**src/rtl/stream_rr_arbiter_if.sv**
```systemverilog
// stream_rr_arbiter_if
//   Bundles the N-input FWFT read side and the single write side of the
//   round-robin stream arbiter.
//
//   Parameters: NUM_IN (input streams), DATA_WIDTH (payload bits per word).
//   Signals:
//     in_empty_n [NUM_IN]             per-input "head word valid" (FWFT)
//     in_read    [NUM_IN]             per-input pop strobe (arbiter drives)
//     in_dout    [NUM_IN*DATA_WIDTH]  head words, input i at [i*DATA_WIDTH +: DATA_WIDTH]
//     out_full_n                      downstream not-almost-full
//     out_write                       registered write strobe (arbiter drives)
//     out_din    [OUT_W]              registered output word (arbiter drives)
//   Macro STREAM_RR_ARBITER_TAG_EN widens out_din by the source index width.
//   Modports: master = arbiter side, slave = sources/sink side.
interface stream_rr_arbiter_if #(
  parameter int NUM_IN     = 4,
  parameter int DATA_WIDTH = 32
);
  localparam int IDX_W = $clog2(NUM_IN);
`ifdef STREAM_RR_ARBITER_TAG_EN
  localparam int OUT_W = DATA_WIDTH + IDX_W;
`else
  localparam int OUT_W = DATA_WIDTH;
`endif

  logic [NUM_IN-1:0]            in_empty_n;
  logic [NUM_IN-1:0]            in_read;
  logic [NUM_IN*DATA_WIDTH-1:0] in_dout;
  logic                         out_full_n;
  logic                         out_write;
  logic [OUT_W-1:0]             out_din;

  modport master (
    input  in_empty_n, in_dout, out_full_n,
    output in_read, out_write, out_din
  );

  modport slave (
    output in_empty_n, in_dout, out_full_n,
    input  in_read, out_write, out_din
  );
endinterface

```
**src/rtl/stream_rr_arbiter.sv**
```systemverilog
// stream_rr_arbiter
//   Round-robin merge of NUM_IN FWFT input streams into one write stream.
//   An input holds the grant for up to MAX_BURST consecutive words; the grant
//   is released when the input runs dry, the downstream goes not-ready, or
//   the burst limit is reached. Each release costs one bubble cycle, after
//   which arbitration restarts from the input following the released one.
//
//   Ports:
//     clk    rising-edge clock
//     reset  synchronous, active-high; also masks in_read combinationally
//     bus    stream_rr_arbiter_if.master (in_empty_n/in_read/in_dout,
//            out_full_n/out_write/out_din)
//
//   Parameters: NUM_IN (2..16), DATA_WIDTH, MAX_BURST (1..255).
//   Optional feature: define STREAM_RR_ARBITER_TAG_EN to append the source
//   index above the data in out_din (out_din[DATA_WIDTH +: IDX_W]).
module stream_rr_arbiter #(
  parameter int NUM_IN     = 4,
  parameter int DATA_WIDTH = 32,
  parameter int MAX_BURST  = 8
) (
  input  logic                clk,
  input  logic                reset,
  stream_rr_arbiter_if.master bus
);
  localparam int IDX_W = $clog2(NUM_IN);

  typedef enum logic {
    IDLE = 1'b0,
    HOLD = 1'b1
  } state_t;

  state_t           state, state_nxt;
  logic [IDX_W-1:0] grant, grant_nxt;
  logic [IDX_W-1:0] rr_ptr, rr_ptr_nxt;
  logic [7:0]       burst_cnt, burst_cnt_nxt;

  logic [IDX_W-1:0]      sel;
  logic                  sel_vld;
  logic                  hold_go;
  logic                  rd_go;
  logic [IDX_W-1:0]      rd_idx;
  logic [DATA_WIDTH-1:0] rd_word;

  // (base + off) mod NUM_IN for base, off < NUM_IN. One extra bit covers the
  // sum, so a single conditional subtract is enough even for non-power-of-two
  // NUM_IN.
  function automatic logic [IDX_W-1:0] wrap_add(input logic [IDX_W-1:0] base,
                                                input int off);
    logic [IDX_W:0] s;
    s = {1'b0, base} + (IDX_W+1)'(off);
    if (s >= (IDX_W+1)'(NUM_IN)) s = s - (IDX_W+1)'(NUM_IN);
    return s[IDX_W-1:0];
  endfunction

  // First valid input at or after rr_ptr, circularly. Scanning offsets from
  // high to low lets the smallest offset land last and win.
  always_comb begin
    sel     = '0;
    sel_vld = 1'b0;
    for (int k = NUM_IN - 1; k >= 0; k--) begin
      if (bus.in_empty_n[wrap_add(rr_ptr, k)]) begin
        sel     = wrap_add(rr_ptr, k);
        sel_vld = 1'b1;
      end
    end
  end

  // Keep the burst going only while the owner has data, the sink has room
  // and the burst budget is not spent.
  assign hold_go = bus.out_full_n && bus.in_empty_n[grant] &&
                   (burst_cnt < 8'(MAX_BURST));

  always_comb begin
    state_nxt     = state;
    grant_nxt     = grant;
    rr_ptr_nxt    = rr_ptr;
    burst_cnt_nxt = burst_cnt;
    rd_go         = 1'b0;
    rd_idx        = grant;
    case (state)
      IDLE: begin
        if (bus.out_full_n && sel_vld) begin
          rd_go         = 1'b1;
          rd_idx        = sel;
          grant_nxt     = sel;
          burst_cnt_nxt = 8'd1;
          state_nxt     = HOLD;
        end
      end
      HOLD: begin
        if (hold_go) begin
          rd_go         = 1'b1;
          burst_cnt_nxt = burst_cnt + 8'd1;
        end else begin
          // Release: this cycle is the bubble, next IDLE cycle re-arbitrates
          // starting just past the old owner.
          rr_ptr_nxt = wrap_add(grant, 1);
          state_nxt  = IDLE;
        end
      end
      default: state_nxt = IDLE;
    endcase
  end

  // Pop strobes: one-hot on rd_idx, masked by reset without waiting a clock.
  for (genvar i = 0; i < NUM_IN; i++) begin : g_rd
    assign bus.in_read[i] = rd_go && !reset && (rd_idx == IDX_W'(i));
  end

  assign rd_word = bus.in_dout[rd_idx*DATA_WIDTH +: DATA_WIDTH];

  always_ff @(posedge clk) begin
    if (reset) begin
      state     <= IDLE;
      grant     <= '0;
      rr_ptr    <= '0;
      burst_cnt <= '0;
    end else begin
      state     <= state_nxt;
      grant     <= grant_nxt;
      rr_ptr    <= rr_ptr_nxt;
      burst_cnt <= burst_cnt_nxt;
    end
  end

  // Output register: one cycle behind the pop; the word is held between pops.
  always_ff @(posedge clk) begin
    if (reset) begin
      bus.out_write <= 1'b0;
      bus.out_din   <= '0;
    end else begin
      bus.out_write <= rd_go;
      if (rd_go) begin
`ifdef STREAM_RR_ARBITER_TAG_EN
        bus.out_din <= {rd_idx, rd_word};
`else
        bus.out_din <= rd_word;
`endif
      end
    end
  end
endmodule

```
**src/flat_wrapper.sv**
```systemverilog
// flat-port wrapper written by rule: the top's interface ports become plain ports
module stream_rr_arbiter_flat 
#(
  parameter int NUM_IN     = 4,
  parameter int DATA_WIDTH = 32,
  parameter int MAX_BURST  = 8
)
  (clk, reset, bus_in_empty_n, bus_in_dout, bus_out_full_n, bus_in_read, bus_out_write, bus_out_din);
  stream_rr_arbiter_if #(.NUM_IN(NUM_IN), .DATA_WIDTH(DATA_WIDTH)) bus_i ();
  input  logic clk;
  input  logic reset;
  input wire logic [$bits(bus_i.in_empty_n)-1:0] bus_in_empty_n;
  input wire logic [$bits(bus_i.in_dout)-1:0] bus_in_dout;
  input wire logic [$bits(bus_i.out_full_n)-1:0] bus_out_full_n;
  output wire logic [$bits(bus_i.in_read)-1:0] bus_in_read;
  output wire logic [$bits(bus_i.out_write)-1:0] bus_out_write;
  output wire logic [$bits(bus_i.out_din)-1:0] bus_out_din;
  assign bus_i.in_empty_n = bus_in_empty_n;
  assign bus_i.in_dout = bus_in_dout;
  assign bus_i.out_full_n = bus_out_full_n;
  assign bus_in_read = bus_i.in_read;
  assign bus_out_write = bus_i.out_write;
  assign bus_out_din = bus_i.out_din;
  stream_rr_arbiter #(.NUM_IN(NUM_IN), .DATA_WIDTH(DATA_WIDTH), .MAX_BURST(MAX_BURST)) u_core (.clk(clk), .reset(reset), .bus(bus_i));
endmodule
```
**config.mk**
```make
export PLATFORM = sky130hd
export DESIGN_NAME = stream_rr_arbiter_flat
export DESIGN_NICKNAME = d
export VERILOG_FILES = /design/src/rtl/stream_rr_arbiter_if.sv /design/src/rtl/stream_rr_arbiter.sv /design/src/flat_wrapper.sv
export SDC_FILE = /design/constraint.sdc
export NUM_CORES = 1
export LEC_CHECK = 0
export BUFFER_PORTS_ARGS = -buffer_cell sky130_fd_sc_hd__buf_4
export CORE_ASPECT_RATIO = 1.25
export CORE_UTILIZATION = 40
export DETAILED_ROUTE_END_ITERATION = 10
export PLACE_DENSITY = 0.77
export SETUP_SLACK_MARGIN = 0.5
export SLEW_MARGIN = 20
export SYNTH_ARGS = -nofsm -noshare
export SYNTH_HDL_FRONTEND = slang
export SYNTH_SLANG_ARGS = --single-unit
```
**constraint.sdc**
```tcl
create_clock -name clk -period 2.6 [get_ports clk]
set_input_delay 0.52 -clock clk [delete_from_list [all_inputs] [get_ports clk]]
set_output_delay 0.52 -clock clk [all_outputs]
set_load 0.02 [all_outputs]
```
# Word-level counts from Yosys, hierarchy flattened
# Index checks and enable logic that the tools add are counted.
# classes
n_addsub	10
n_shift	1
eq_ne	5
order_cmp	11
n_bitwise	2
mux	31
n_reduce_logical	12
# ops
cell	count
$shiftx A128 B8 Y32	1
$mux W2	11
$mux W8	2
$pmux W8 S2	1
$lt A2 B3 Y1 const B	5
$ge A3 B3 Y1 const B	4
$mux W1	11
$bmux W1 S2	5
$sub A2 B1 Y2 const B	5
$add A8 B1 Y8 const B	1
$logic_and A1 B1 Y1	8
$lt A8 B4 Y1 const B	1
$add A2 B1 Y3 const B	2
$add A2 B2 Y3 const B	2
$eq A2 B2 Y1 const B	2
$reduce_and A2 Y1	2
$ge A2 B3 Y1 const B	1
$eq A2 B1 Y1 const B	1
$logic_not A2 Y1	1
$ne A2 B1 Y1 const B	1
$ne A2 B2 Y1 const B	1
$not A1 Y1	2
$pmux W1 S2	1
$logic_not A1 Y1	1
# word_totals
in_bits	135
elab_cells	77
regBits	45
out_inout_bits	37

# Depth between registers and ports, before layout
# Gate-level depths: netlist (run 1).
# depth
depth_word	14
ltp_mapped	8
ltp_nobuf	5

# Least setup slack after synthesis (run 1)
# OpenSTA, ideal clock, no wires.
# synth_path
path_type	input port to output port
start	in bus_in_empty_n[3]
end	out bus_in_read[1]
required_ps	2080
path_slack_ps	-509
path_buffers	3
arrival_ps	2589
path_stages	7
path_cell_list	o41a_1 -> and2_1 -> buf_2 -> a31o_2 -> buf_6 -> buf_4 -> nor4_1
# synth_via
elab_chain_len	11
word_cells_on_any_way	29
classes_between	1 x eq/ne; 23 x mux; 5 x reduce/logical
# synth_lines
item	line_no	text
start, declared	flat_wrapper.sv:12	input wire logic [$bits(bus_i.in_empty_n)-1:0] bus_in_empty_n;
$bmux W1 S2	stream_rr_arbiter.sv:62	if (bus.in_empty_n[wrap_add(rr_ptr, k)]) begin
$mux W1 (not written as such)	stream_rr_arbiter.sv:62	
$mux W1 (4 in a row)	stream_rr_arbiter.sv:62	
$logic_and A1 B1 Y1	stream_rr_arbiter.sv:83	if (bus.out_full_n && sel_vld) begin
$mux W2 / $mux W1 (equally long branches)	stream_rr_arbiter.sv:83	
$mux W2 / $pmux W1 S2 (equally long branches)	stream_rr_arbiter.sv:81	case (state)
$eq A2 B1 Y1 / $logic_and A1 B1 Y1 (equally long branches)	stream_rr_arbiter.sv:108	assign bus.in_read[i] = rd_go && !reset && (rd_idx == IDX_W'(i));
$logic_and A1 B1 Y1 *	stream_rr_arbiter.sv:108	
end, declared	flat_wrapper.sv:15	output wire logic [$bits(bus_i.in_read)-1:0] bus_in_read;
# Every way passes the cells marked *; elsewhere a longest branch is shown, timed or not. The select of a mux whose other input is x is not followed.

# Final worst setup path (run 1)
# layout_path
start	in bus_in_empty_n[1]
end	out bus_in_read[2]
# layout_via
elab_chain_len	11
word_cells_on_any_way	29
classes_between	1 x eq/ne; 23 x mux; 5 x reduce/logical
# layout_lines
item	line_no
$bmux W1 S2	stream_rr_arbiter.sv:62
$mux W1 (not written as such)	stream_rr_arbiter.sv:62
$mux W1 (4 in a row)	stream_rr_arbiter.sv:62
$logic_and A1 B1 Y1	stream_rr_arbiter.sv:83
$mux W2 / $mux W1 (equally long branches)	stream_rr_arbiter.sv:83
$mux W2 / $pmux W1 S2 (equally long branches)	stream_rr_arbiter.sv:81
$eq A2 B2 Y1 / $logic_and A1 B1 Y1 (equally long branches)	stream_rr_arbiter.sv:108
$logic_and A1 B1 Y1 *	stream_rr_arbiter.sv:108
# Marked as above.

==> results of run 1 <==
==> final timing paths <==
kind,start,endpoint,slack [ps],cells after the start
setup / recovery,bus_in_empty_n[1],bus_in_read[2],140,7
hold / removal,reset,u_core.state$_SDFF_PP0_,490,2
setup reg to reg,u_core.grant[0]$_SDFF_PP0_,u_core.bus.out_din[8]$_SDFFE_PP0P_,330,7
hold reg to reg,u_core.burst_cnt[6]$_SDFFE_PP0P_,u_core.burst_cnt[6]$_SDFFE_PP0P_,500,1
==> cell usage in the layout (no fill, tap or decap), types with 2 or more instances in the layout <==
| cell type | synthesis | layout |
|---|---|---|
| mux2i_1 | 32 | 31 |
| nor2b_1 | 4 | 4 |
| dfxtp_1 | 45 | 42 |
| and2_4 | 1 | 6 |
| a2111oi_1 | 28 | 26 |
| dfxtp_2 | 0 | 2 |
| buf_12 | 0 | 6 |
| a21oi_1 | 3 | 3 |
| clkbuf_8 | 0 | 5 |
| buf_4 | 4 | 189 |
| a2111oi_4 | 0 | 7 |
| buf_6 | 10 | 10 |
| a41oi_2 | 1 | 2 |
| a311oi_2 | 1 | 6 |
| nor3_1 | 4 | 4 |
| nand3_1 | 2 | 2 |
| a2111oi_2 | 10 | 20 |
| nor4_4 | 0 | 2 |
| nor3b_1 | 2 | 2 |
| clkbuf_16 | 0 | 2 |
| a2111oi_0 | 26 | 11 |
| a311oi_1 | 31 | 25 |
| inv_1 | 33 | 33 |
| a31o_4 | 0 | 2 |
| nor2_1 | 43 | 42 |
| and3_4 | 0 | 2 |
==> where the power goes <==
part           total [mW]  switching, mW  internal, mW
sequential          0.779         0.0324         0.747
combinational       0.917          0.469         0.448
clock               0.561          0.273         0.288
==> logic make-up after synthesis <==
logic type               after synthesis
adder cells (fa/ha/maj)                1
multiplexers                          33
flip-flops                            45
XOR/XNOR                               2
buffers and inverters                 74
AND/OR/NAND/NOR                       67
AO/OA/AOI/OAI                        114
==> worst reg2reg max path, delay by kind of cell (launching register included) <==
| family | cells | cell delay [ps] |
|---|---|---|
| compound gates | 3 | 790 |
| buf+inv | 2 | 380 |
| mux | 1 | 540 |
| simple gates | 1 | 80 |
| flops | 1 | 360 |
==> registers in the layout, summed over array words and instances, names as in the netlist <==
name                flops
u_core.burst_cnt        8
u_core.bus.out_din     32
u_core.grant            2
u_core.rr_ptr           2
u_core.state            1
==> synth_stat cells (2+ instances only) <==
cell type  instances  share of area (%)
a2111oi_0         26                7.5
a2111oi_1         28                9.2
a2111oi_2         10                4.9
a21oi_1            3               0.49
a311oi_1          31                8.9
a31o_2             2               0.58
a41oi_1            2               0.58
and2_1             2               0.41
and3_1             3               0.62
buf_2              2               0.33
buf_4              4               0.99
buf_6             10                3.7
clkbuf_1          24                3.0
dfxtp_1           45                 30
inv_1             33                4.1
mux2i_1           32                 11
nand2_1            2               0.25
nand3_1            2               0.33
nor2_1            43                5.3
nor2b_1            4               0.82
nor3_1             4               0.66
nor3b_1            2               0.49
nor4_1             2               0.41
o21bai_1           2               0.49
==> area by class of cell <==
| cell class | count | area share, % |
|---|---|---|
| flip-flops and latches | 45 | 17.4 |
| well taps | 92 | 2.21 |
| multi-input cells | 220 | 42.2 |
| inverters | 33 | 2.38 |
| repair buffers | 209 | 33.5 |
| clock inverters | 3 | 0.890 |
| clock buffers | 5 | 1.32 |
==> what timing repair did <==
action                                  in CTS  in global routing
buffers inserted                            12                  0
hold buffers                                 0                  0
pin swaps                                   18                 20
endpoints found under the setup margin      38                 38
gates cloned                                 4                  2
gates resized for setup                     56                 18
==> routing by layer <==
layer,global-route usage [%],share of wire (%),vias to the layer above
li1,-,-,1684
met1,31.9,38,1676
met2,51.2,55,142
met3,3.76,5.8,19
met4,8.10,1.7,0
met5,0,0,-
==> flow_metrics.env, run 1 <==
export IMPL_path_cells="buf_6 > o41a_1 > buf_6 > a21boi_4 > a31o_4 > and3_4 > buf_6"
export IMPL_routed_wl_um=11500
export IMPL_initial_utilization_pct=41.3
export IMPL_setup_slack_ps=144
export IMPL_track_usage_pct=27.4
export IMPL_htreeDepth=2
export IMPL_io_buffers=171
export IMPL_finalCriticalPeriod_ps=2460
export IMPL_globalRouteOverflowTotal=0
export IMPL_fill_cells=562
export IMPL_ys_seq_area_share_pct=29.6
export IMPL_start_kind="input pin"
export IMPL_finClkSkew_ps=12.4
export IMPL_grt_max_degree=42
export IMPL_synthCells=336
export IMPL_root_buffer="clkbuf_8"
export IMPL_hold_violations=0
export IMPL_yosys_warnings=0
export IMPL_hold_class="in -> reg"
export IMPL_core_area_um2=7360
export IMPL_async_flop_share_pct=0
export IMPL_yosys_most_used_dff="dfxtp_1"
export IMPL_diodes=0
export IMPL_nNetsFinal=650
export IMPL_grt_pass1_wl_um=17100
export IMPL_placed_area_um2=4610
export IMPL_drtIter0Drc=163
export IMPL_slew_viol_final=0
export IMPL_setup_viol=0
export IMPL_multi_input_area_um2=2190
export IMPL_yosys_area_share_simple_pct=10.1
export IMPL_cts_tree="built"
export IMPL_die_area_um2=7960
export IMPL_slowest_stage="o41a_1"
export IMPL_via_per_inst=5.80
export IMPL_dp_hpwl_um=7550
export IMPL_path_max_fanout=4
export IMPL_io_pins=172
export IMPL_wire_per_inst_um=18.9
export IMPL_route_vias_total=3521
export IMPL_final_cell_area_um2=5200
export IMPL_p_total_mw=2.26
export IMPL_grt_antenna_before_repair=0
export IMPL_p_leak_nw=2.11
export IMPL_crit_family="compound AO/OA/AOI/OAI gates"
export IMPL_fin_crit_sh_pct=94.5
export IMPL_drive_gt1_share_pct=54.0
export IMPL_synth_nets=472
export IMPL_utilization_pct=70.7
export IMPL_synth_ff_latch_count=45
export IMPL_clock_sinks=45
export IMPL_crit_type="in -> out"
export IMPL_synth_area_mux_share_pct=11.3
export IMPL_numCtsBuffers=5
export IMPL_syn2layout_area_growth_pct=70.9
export IMPL_die_h_um=99.5
export IMPL_ant_nets=0
export IMPL_cp_end_kind="primary output"
export IMPL_insertion_delay_ps=310
export IMPL_p_per_area_nw_per_um2=434
export IMPL_fin_cells=607
export IMPL_hold_ws_ps=490
export IMPL_clockBufferDepth=2
export IMPL_die_width_um=80.0
export IMPL_seqCellArea_um2=907
export IMPL_dp_cells=581
export IMPL_synth_avg_cell_area_um2=9.05
export IMPL_drc=0
export IMPL_synthAdderAreaFrac_pct=0.411
export IMPL_path_common_cell="buf_6"
export IMPL_synthesis_area_um2=3040
export IMPL_relSlewSlack_pct=65.4
export IMPL_final_setup_tns_ps=0
export IMPL_synth_top_family_by_area="compound AO/OA/AOI/OAI gates"
export IMPL_fmax_mhz=407
export IMPL_cap_violations=0
export IMPL_rows=35
export IMPL_rsz0062_at_grt="true"
export IMPL_path_clk_slew_ps=90
export IMPL_drt_pre_antenna_iters=5
export IMPL_preCtsSetupSlack_ps=-33.2
export IMPL_worst_slew_pin_transition_ps=518
export IMPL_crit_required_ps=2080
export IMPL_worst_path_buf_inv=3
export IMPL_synth_distinct_cells=42
export IMPL_max_stage_delay_ps=460
export IMPL_first_global_vias=3513
export IMPL_gp_congestion=0.890
export IMPL_synthXorXnorAreaFrac_pct=0.576
export IMPL_synth_compound_area_share_pct=35.9
export IMPL_peakVddDrop_mv=0.238
export IMPL_synth_edf_count=0
export IMPL_crit_arrival_ps=1940
export IMPL_status="finished, final reports clean"
No activity file was read; power rests on OpenSTA's default activity.
==> inputs of run 2 (changes only) <==
==> constraint.sdc (replaced) <==
create_clock -name clk -period 2.6 [get_ports clk]
set_input_delay 0.78 -clock clk [delete_from_list [all_inputs] [get_ports clk]]
set_output_delay 0.78 -clock clk [all_outputs]
set_load 0.02 [all_outputs]
==> run 2 against run 1 <==
The flow now finishes with violations (setup timing). Worst hold slack improved by 24 ps. Count of clock-buffer cells in the layout increased by 2. Critical endpoint unchanged. Sequential share of layout area decreased by 2.3 points. Highest routed layer unchanged. Critical path depth decreased by 1. Final area increased by 14%. Non-clock buffer count increased by 21. Register-to-register slack got worse by 260 ps.
==> flow_metrics.env, run 2 (synthesized netlist as in run 1, its figures left out) <==
export IMPL_holdPathStages=2
export IMPL_start_kind="input pin"
export IMPL_htreeDepth=2
export IMPL_io_buffers=171
export IMPL_clockBufferDepth=2
export IMPL_cts_tree="built"
export IMPL_cp_end_kind="primary output"
export IMPL_path_max_fanout=6
export IMPL_r2r_cells=10
export IMPL_hold_class="reg -> reg"
export IMPL_drc=0
export IMPL_path_common_cell="buf_6"
export IMPL_die_width_um=80.0
export IMPL_relSlewSlack_pct=58.2
export IMPL_worst_path_buf_inv=2
export IMPL_worstSetupStartpoint="bus_in_empty_n[1]"
export IMPL_first_global_vias=3991
export IMPL_reg_top3="u_core.bus.out_din (32), u_core.burst_cnt (8)"
export IMPL_io_pins=172
export IMPL_fill_cells=433
export IMPL_crit_path_end="bus_in_read[2]"
export IMPL_die_area_um2=7960
export IMPL_violations="setup timing"
export IMPL_ant_nets=0
export IMPL_rows=35
export IMPL_routed_wl_um=14200
export IMPL_crit_required_ps=1820
export IMPL_rsz0062_at_grt="true"
export IMPL_final_cell_mix="buf_4, dfxtp_1, nor2_1"
export IMPL_hold_ws_ps=514
export IMPL_cp_num_cells=6
export IMPL_numCtsBuffers=5
export IMPL_track_usage_pct=32.5
export IMPL_drive_gt1_share_pct=60.4
export IMPL_grt_max_degree=42
export IMPL_r2r_start="u_core.rr_ptr[1]$_SDFFE_PP0P_"
export IMPL_finalCriticalPeriod_ps=2960
export IMPL_final_setup_tns_ps=-5680
export IMPL_root_buffer="clkbuf_8"
export IMPL_slowest_stage="o41a_1"
export IMPL_setup_slack_ps=-357
export IMPL_gp_congestion=0.879
export IMPL_peakVddDrop_mv=0.327
export IMPL_dp_hpwl_um=7560
export IMPL_via_per_inst=6.15
export IMPL_grt_antenna_before_repair=0
export IMPL_globalRouteOverflowTotal=0
export IMPL_p_leak_nw=2.30
export IMPL_nNetsFinal=670
export IMPL_insertion_delay_ps=290
export IMPL_reg2reg_to="u_core.bus.out_din[8]$_SDFFE_PP0P_"
export IMPL_hold_violations=0
export IMPL_max_stage_delay_ps=470
export IMPL_setup_viol=36
export IMPL_wire_per_inst_um=22.6
export IMPL_path_cells="buf_6 > o41a_1 > and2_4 > a41oi_4 > and3_4 > buf_6"
export IMPL_drtIter0Drc=222
export IMPL_p_per_area_nw_per_um2=408
export IMPL_status="finished, violations left"
export IMPL_fin_crit_sh_pct=114
export IMPL_r2r_setup_slack_ps=70
export IMPL_largest_reg_flops=32
export IMPL_fmax_mhz=338
export IMPL_initial_utilization_pct=41.3
export IMPL_route_vias_total=3859
export IMPL_diodes=0
export IMPL_finClkSkew_ps=5.88
export IMPL_regMostFlops="u_core.bus.out_din"
export IMPL_core_area_um2=7360
export IMPL_clock_sinks=45
export IMPL_syn2layout_area_growth_pct=95.3
export IMPL_crit_arrival_ps=2180
export IMPL_dp_cells=589
export IMPL_fin_cells=627
export IMPL_slew_viol_final=0
export IMPL_drt_pre_antenna_iters=5
export IMPL_grt_pass1_wl_um=19900
export IMPL_crit_type="in -> out"
export IMPL_worst_slew_pin_transition_ps=627
export IMPL_cap_violations=0
export IMPL_final_common_cell="buf_4"
export IMPL_path_clk_slew_ps=80
export IMPL_crit_family="compound AO/OA/AOI/OAI gates"
export IMPL_die_h_um=99.5
## run 2: changes by cell type in the layout (fill, tap and decap cells not counted), sizes merged
cell | before | now
bufbuf | 0 | 1
clkinvlp | 1 | 0
buf | 207 | 227
clkbuf | 7 | 9
bufinv | 1 | 0
and2 | 6 | 5
## run 2: worst min path at each step
stage | slack [ps] | end | startpoint
2_1_floorplan | 460 | u_core.burst_cnt[7]$_SDFFE_PP0P_ | u_core.burst_cnt[7]$_SDFFE_PP0P_
3_3_place_gp | 460 | u_core.burst_cnt[7]$_SDFFE_PP0P_ | u_core.burst_cnt[7]$_SDFFE_PP0P_
3_5_place_dp | 470 | u_core.burst_cnt[7]$_SDFFE_PP0P_ | u_core.burst_cnt[7]$_SDFFE_PP0P_
4_1_cts | 480 | u_core.burst_cnt[7]$_SDFFE_PP0P_ | u_core.burst_cnt[7]$_SDFFE_PP0P_
5_1_grt | 530 | u_core.burst_cnt[7]$_SDFFE_PP0P_ | u_core.burst_cnt[7]$_SDFFE_PP0P_
6_report | 510 | u_core.bus.out_din[31]$_SDFFE_PP0P_ | u_core.bus.out_din[31]$_SDFFE_PP0P_
## run 2: through the flow
stage	setup WS [ps]	utilization, %	power (mW)	instance area (µm²)
after floorplan	-556	-	1.24	3260
after global placement	-438	63.0	1.56	4640
after detailed placement	-510	63.0	1.57	4640
after CTS	-362	77.2	2.32	5680
after global routing	-387	80.7	2.51	5940
final	-357	80.7	2.42	5940
## run 2: metal layers
metal / vias to the layer above / part of all wire [%] / track usage [%]
met3: 41 / 6.3 / 5.50
met5: - / 0 / 0
li1: 1724 / - / -
met1: 1889 / 36 / 35.3
met4: 0 / 3.5 / 14.7
met2: 205 / 54 / 60.3
## run 2: tightest hold or removal path: cells and delay by family, from the launching register on
kind / cells / cell delay (ps)
DFF: 1 / 320
and+or+nand+nor: 1 / 100
AOI/OAI and AO/OA: 1 / 60
## run 2: what timing repair did
| action | 4_1_cts | 5_1_grt |
|---|---|---|
| setup buffers | 13 | 4 |
| hold buffers | 0 | 0 |
| pin swaps | 42 | 24 |
| gates resized for setup | 127 | 27 |
| cloned | 10 | 3 |
| setup endpoints to repair | 40 | 42 |
## run 2: report_power, final
group	internal [mW]	switching (mW)	total [mW]
sequential	0.747	0.0359	0.783
combinational	0.555	0.598	1.15
clock	0.241	0.247	0.488
## run 2: cell type report
cell class	count	area (µm²)	area share [%]
clock inverters	1	5.00	0.0843
inverters	33	124	2.09
repair buffers	230	2100	35.4
well taps	92	115	1.94
multi-input cells	219	2600	43.7
clock buffers	7	96.3	1.62
flip-flops and latches	45	901	15.2
==> inputs of run 3 (changes only) <==
--- a/config.mk
+++ b/config.mk
@@ -5,11 +5,11 @@
 export SDC_FILE = /design/constraint.sdc
 export NUM_CORES = 1
 export LEC_CHECK = 0
-export BUFFER_PORTS_ARGS = -buffer_cell sky130_fd_sc_hd__buf_4
 export CORE_ASPECT_RATIO = 1.25
-export CORE_UTILIZATION = 40
+export CORE_UTILIZATION = 55
 export DETAILED_ROUTE_END_ITERATION = 10
-export PLACE_DENSITY = 0.77
+export DONT_BUFFER_PORTS = 1
+export PLACE_DENSITY = 0.73
 export SETUP_SLACK_MARGIN = 0.5
 export SLEW_MARGIN = 20
 export SYNTH_ARGS = -nofsm -noshare
==> run 3 against run 2 <==
The flow still finishes with violations (setup timing). Register-to-register slack lost 90 ps. Non-clock buffer count is 156 lower. Cell count shrank 30%. Sequential power grew 9.5%. Final area decreased by 21%.
==> flow_metrics.env, run 3 (synthesized netlist as in run 1, its figures left out) <==
export IMPL_globalRouteOverflowTotal=0
export IMPL_grt_antenna_before_repair=0
export IMPL_r2r_cells=11
export IMPL_diodes=0
export IMPL_min_delay_start="u_core.burst_cnt[6]$_SDFFE_PP0P_"
export IMPL_drc=0
export IMPL_start_kind="input pin"
export IMPL_syn2layout_area_growth_pct=53.5
export IMPL_finalCriticalPeriod_ps=2960
export IMPL_die_area_um2=5830
export IMPL_gp_congestion=0.814
export IMPL_peakVddDrop_mv=0.356
export IMPL_htreeDepth=2
export IMPL_dp_hpwl_um=6100
export IMPL_numCtsBuffers=5
export IMPL_relSlewSlack_pct=54.9
export IMPL_ant_nets=0
export IMPL_io_buffers=0
export IMPL_drt_pre_antenna_iters=5
export IMPL_crit_type="in -> reg"
export IMPL_hold_ws_ps=513
export IMPL_largest_reg_flops=32
export IMPL_rsz0062_at_grt="true"
export IMPL_fill_cells=189
export IMPL_max_stage_delay_ps=510
export IMPL_drive_gt1_share_pct=42.9
export IMPL_initial_utilization_pct=58.6
export IMPL_regMostFlops="u_core.bus.out_din"
export IMPL_reg_top3="u_core.bus.out_din (32), u_core.burst_cnt (8)"
export IMPL_grt_max_degree=48
export IMPL_insertion_delay_ps=310
export IMPL_routed_wl_um=13600
export IMPL_violations="setup timing"
export IMPL_finClkSkew_ps=5.69
export IMPL_core_area_um2=5190
export IMPL_setup_viol=22
export IMPL_nNetsFinal=515
export IMPL_fin_crit_sh_pct=114
export IMPL_final_cell_mix="dfxtp_1, nor2_1, buf_4"
export IMPL_slew_viol_final=0
export IMPL_root_buffer="clkbuf_8"
export IMPL_path_clk_slew_ps=90
export IMPL_rows=29
export IMPL_cap_violations=0
export IMPL_clockBufferDepth=2
export IMPL_first_global_vias=2941
export IMPL_holdPathStages=1
export IMPL_final_cell_area_um2=4670
export IMPL_final_common_cell="dfxtp_1"
export IMPL_worst_slew_pin_transition_ps=672
export IMPL_path_max_fanout=7
export IMPL_track_usage_pct=33.1
export IMPL_multi_input_area_um2=2560
export IMPL_hold_class="reg -> reg"
export IMPL_crit_required_ps=2760
export IMPL_die_h_um=85.1
export IMPL_via_per_inst=7.80
export IMPL_die_width_um=68.5
export IMPL_drtIter0Drc=444
export IMPL_fmax_mhz=338
export IMPL_cts_tree="built"
export IMPL_placed_area_um2=3310
export IMPL_status="finished, violations left"
export IMPL_p_per_area_nw_per_um2=473
export IMPL_route_vias_total=3446
export IMPL_reg2reg_to="u_core.bus.out_din[10]$_SDFFE_PP0P_"
export IMPL_slowest_stage="a2111oi_1"
export IMPL_r2r_start="u_core.rr_ptr[1]$_SDFFE_PP0P_"
export IMPL_setup_slack_ps=-361
export IMPL_min_delay_worst_endpoint="u_core.burst_cnt[6]$_SDFFE_PP0P_"
export IMPL_crit_arrival_ps=3120
export IMPL_hold_violations=0
export IMPL_seqCellArea_um2=902
export IMPL_p_leak_nw=1.54
export IMPL_grt_pass1_wl_um=14500
export IMPL_path_cells="o41a_1 > and2_4 > a31o_4 > buf_4 > buf_6 > buf_6 > buf_12 > buf_12 > buf_8 > mux2i_1 > a2111oi_1"
export IMPL_cp_end_kind="register"
export IMPL_r2r_setup_slack_ps=-20
export IMPL_io_pins=172
export IMPL_wire_per_inst_um=30.8
export IMPL_clock_sinks=45
==> run 3: report_power, final <==
group	switching (mW)	total (mW)	leakage, nW	internal [mW]
combinational	0.457	0.838	1.12	0.381
sequential	0.109	0.857	0.372	0.748
clock	0.270	0.512	0.0542	0.241
total	0.837	2.21	1.54	1.37
==> run 3: repair_timing <==
item                       4_1_cts  5_1_grt
resized for setup               75       79
setup endpoints to repair       38       40
pin swaps                       14       27
cloned                           5        5
hold buffers                     0        0
buffers inserted                15       23
==> run 3: worst max path at each step <==
| stage | startpoint | endpoint | slack (ps) | cells after the start |
|---|---|---|---|---|
| 2_1_floorplan | bus_in_empty_n[1] | bus_in_read[1] | -560 | 7 |
| 3_3_place_gp | bus_in_empty_n[1] | bus_in_read[3] | -280 | 6 |
| 3_5_place_dp | bus_in_empty_n[1] | u_core.bus.out_din[22]$_SDFFE_PP0P_ | -310 | 7 |
| 4_1_cts | bus_in_empty_n[3] | bus_in_read[3] | -270 | 6 |
| 5_1_grt | bus_in_empty_n[1] | u_core.bus.out_din[10]$_SDFFE_PP0P_ | -480 | 11 |
| 6_report | bus_in_empty_n[1] | u_core.bus.out_din[10]$_SDFFE_PP0P_ | -360 | 11 |
==> run 3: cell type report <==
type | count | area share, %
multi-input combinational | 220 | 54.9
timing repair buffer | 74 | 19.3
sequential | 45 | 19.3
inverter | 33 | 2.65
clock inverter | 1 | 0.107
tap | 62 | 1.66
clock buffer | 7 | 2.06
==> run 3: routing by layer <==
layer | GRT usage (%) | routed length [µm] | vias to the layer above
met4 | 11.9 | 898 | 0
met1 | 37.2 | 4340 | 1613
met3 | 7.26 | 1760 | 89
met5 | 0 | 0 | -
met2 | 58.6 | 6620 | 329
li1 | - | - | 1415
==> run 3: through the flow <==
stage	TNS [ps]	setup slack [ps]	instances	util [%]	power, mW
after floorplan	-2060	-556	336	-	1.24
after global placement	-8380	-282	386	63.8	1.30
after detailed placement	-10290	-307	386	63.8	1.31
after CTS	-938	-270	414	75.2	1.94
after global routing	-4800	-480	442	90.0	2.28
final	-3400	-361	442	90.0	2.21
==> run 3: critical path: cells and delay by family <==
family,cells,cell delay [ps]
buffers and inverters,6,740
AOI/OAI and AO/OA,3,1240
muxes,1,150
and+or+nand+nor,1,200
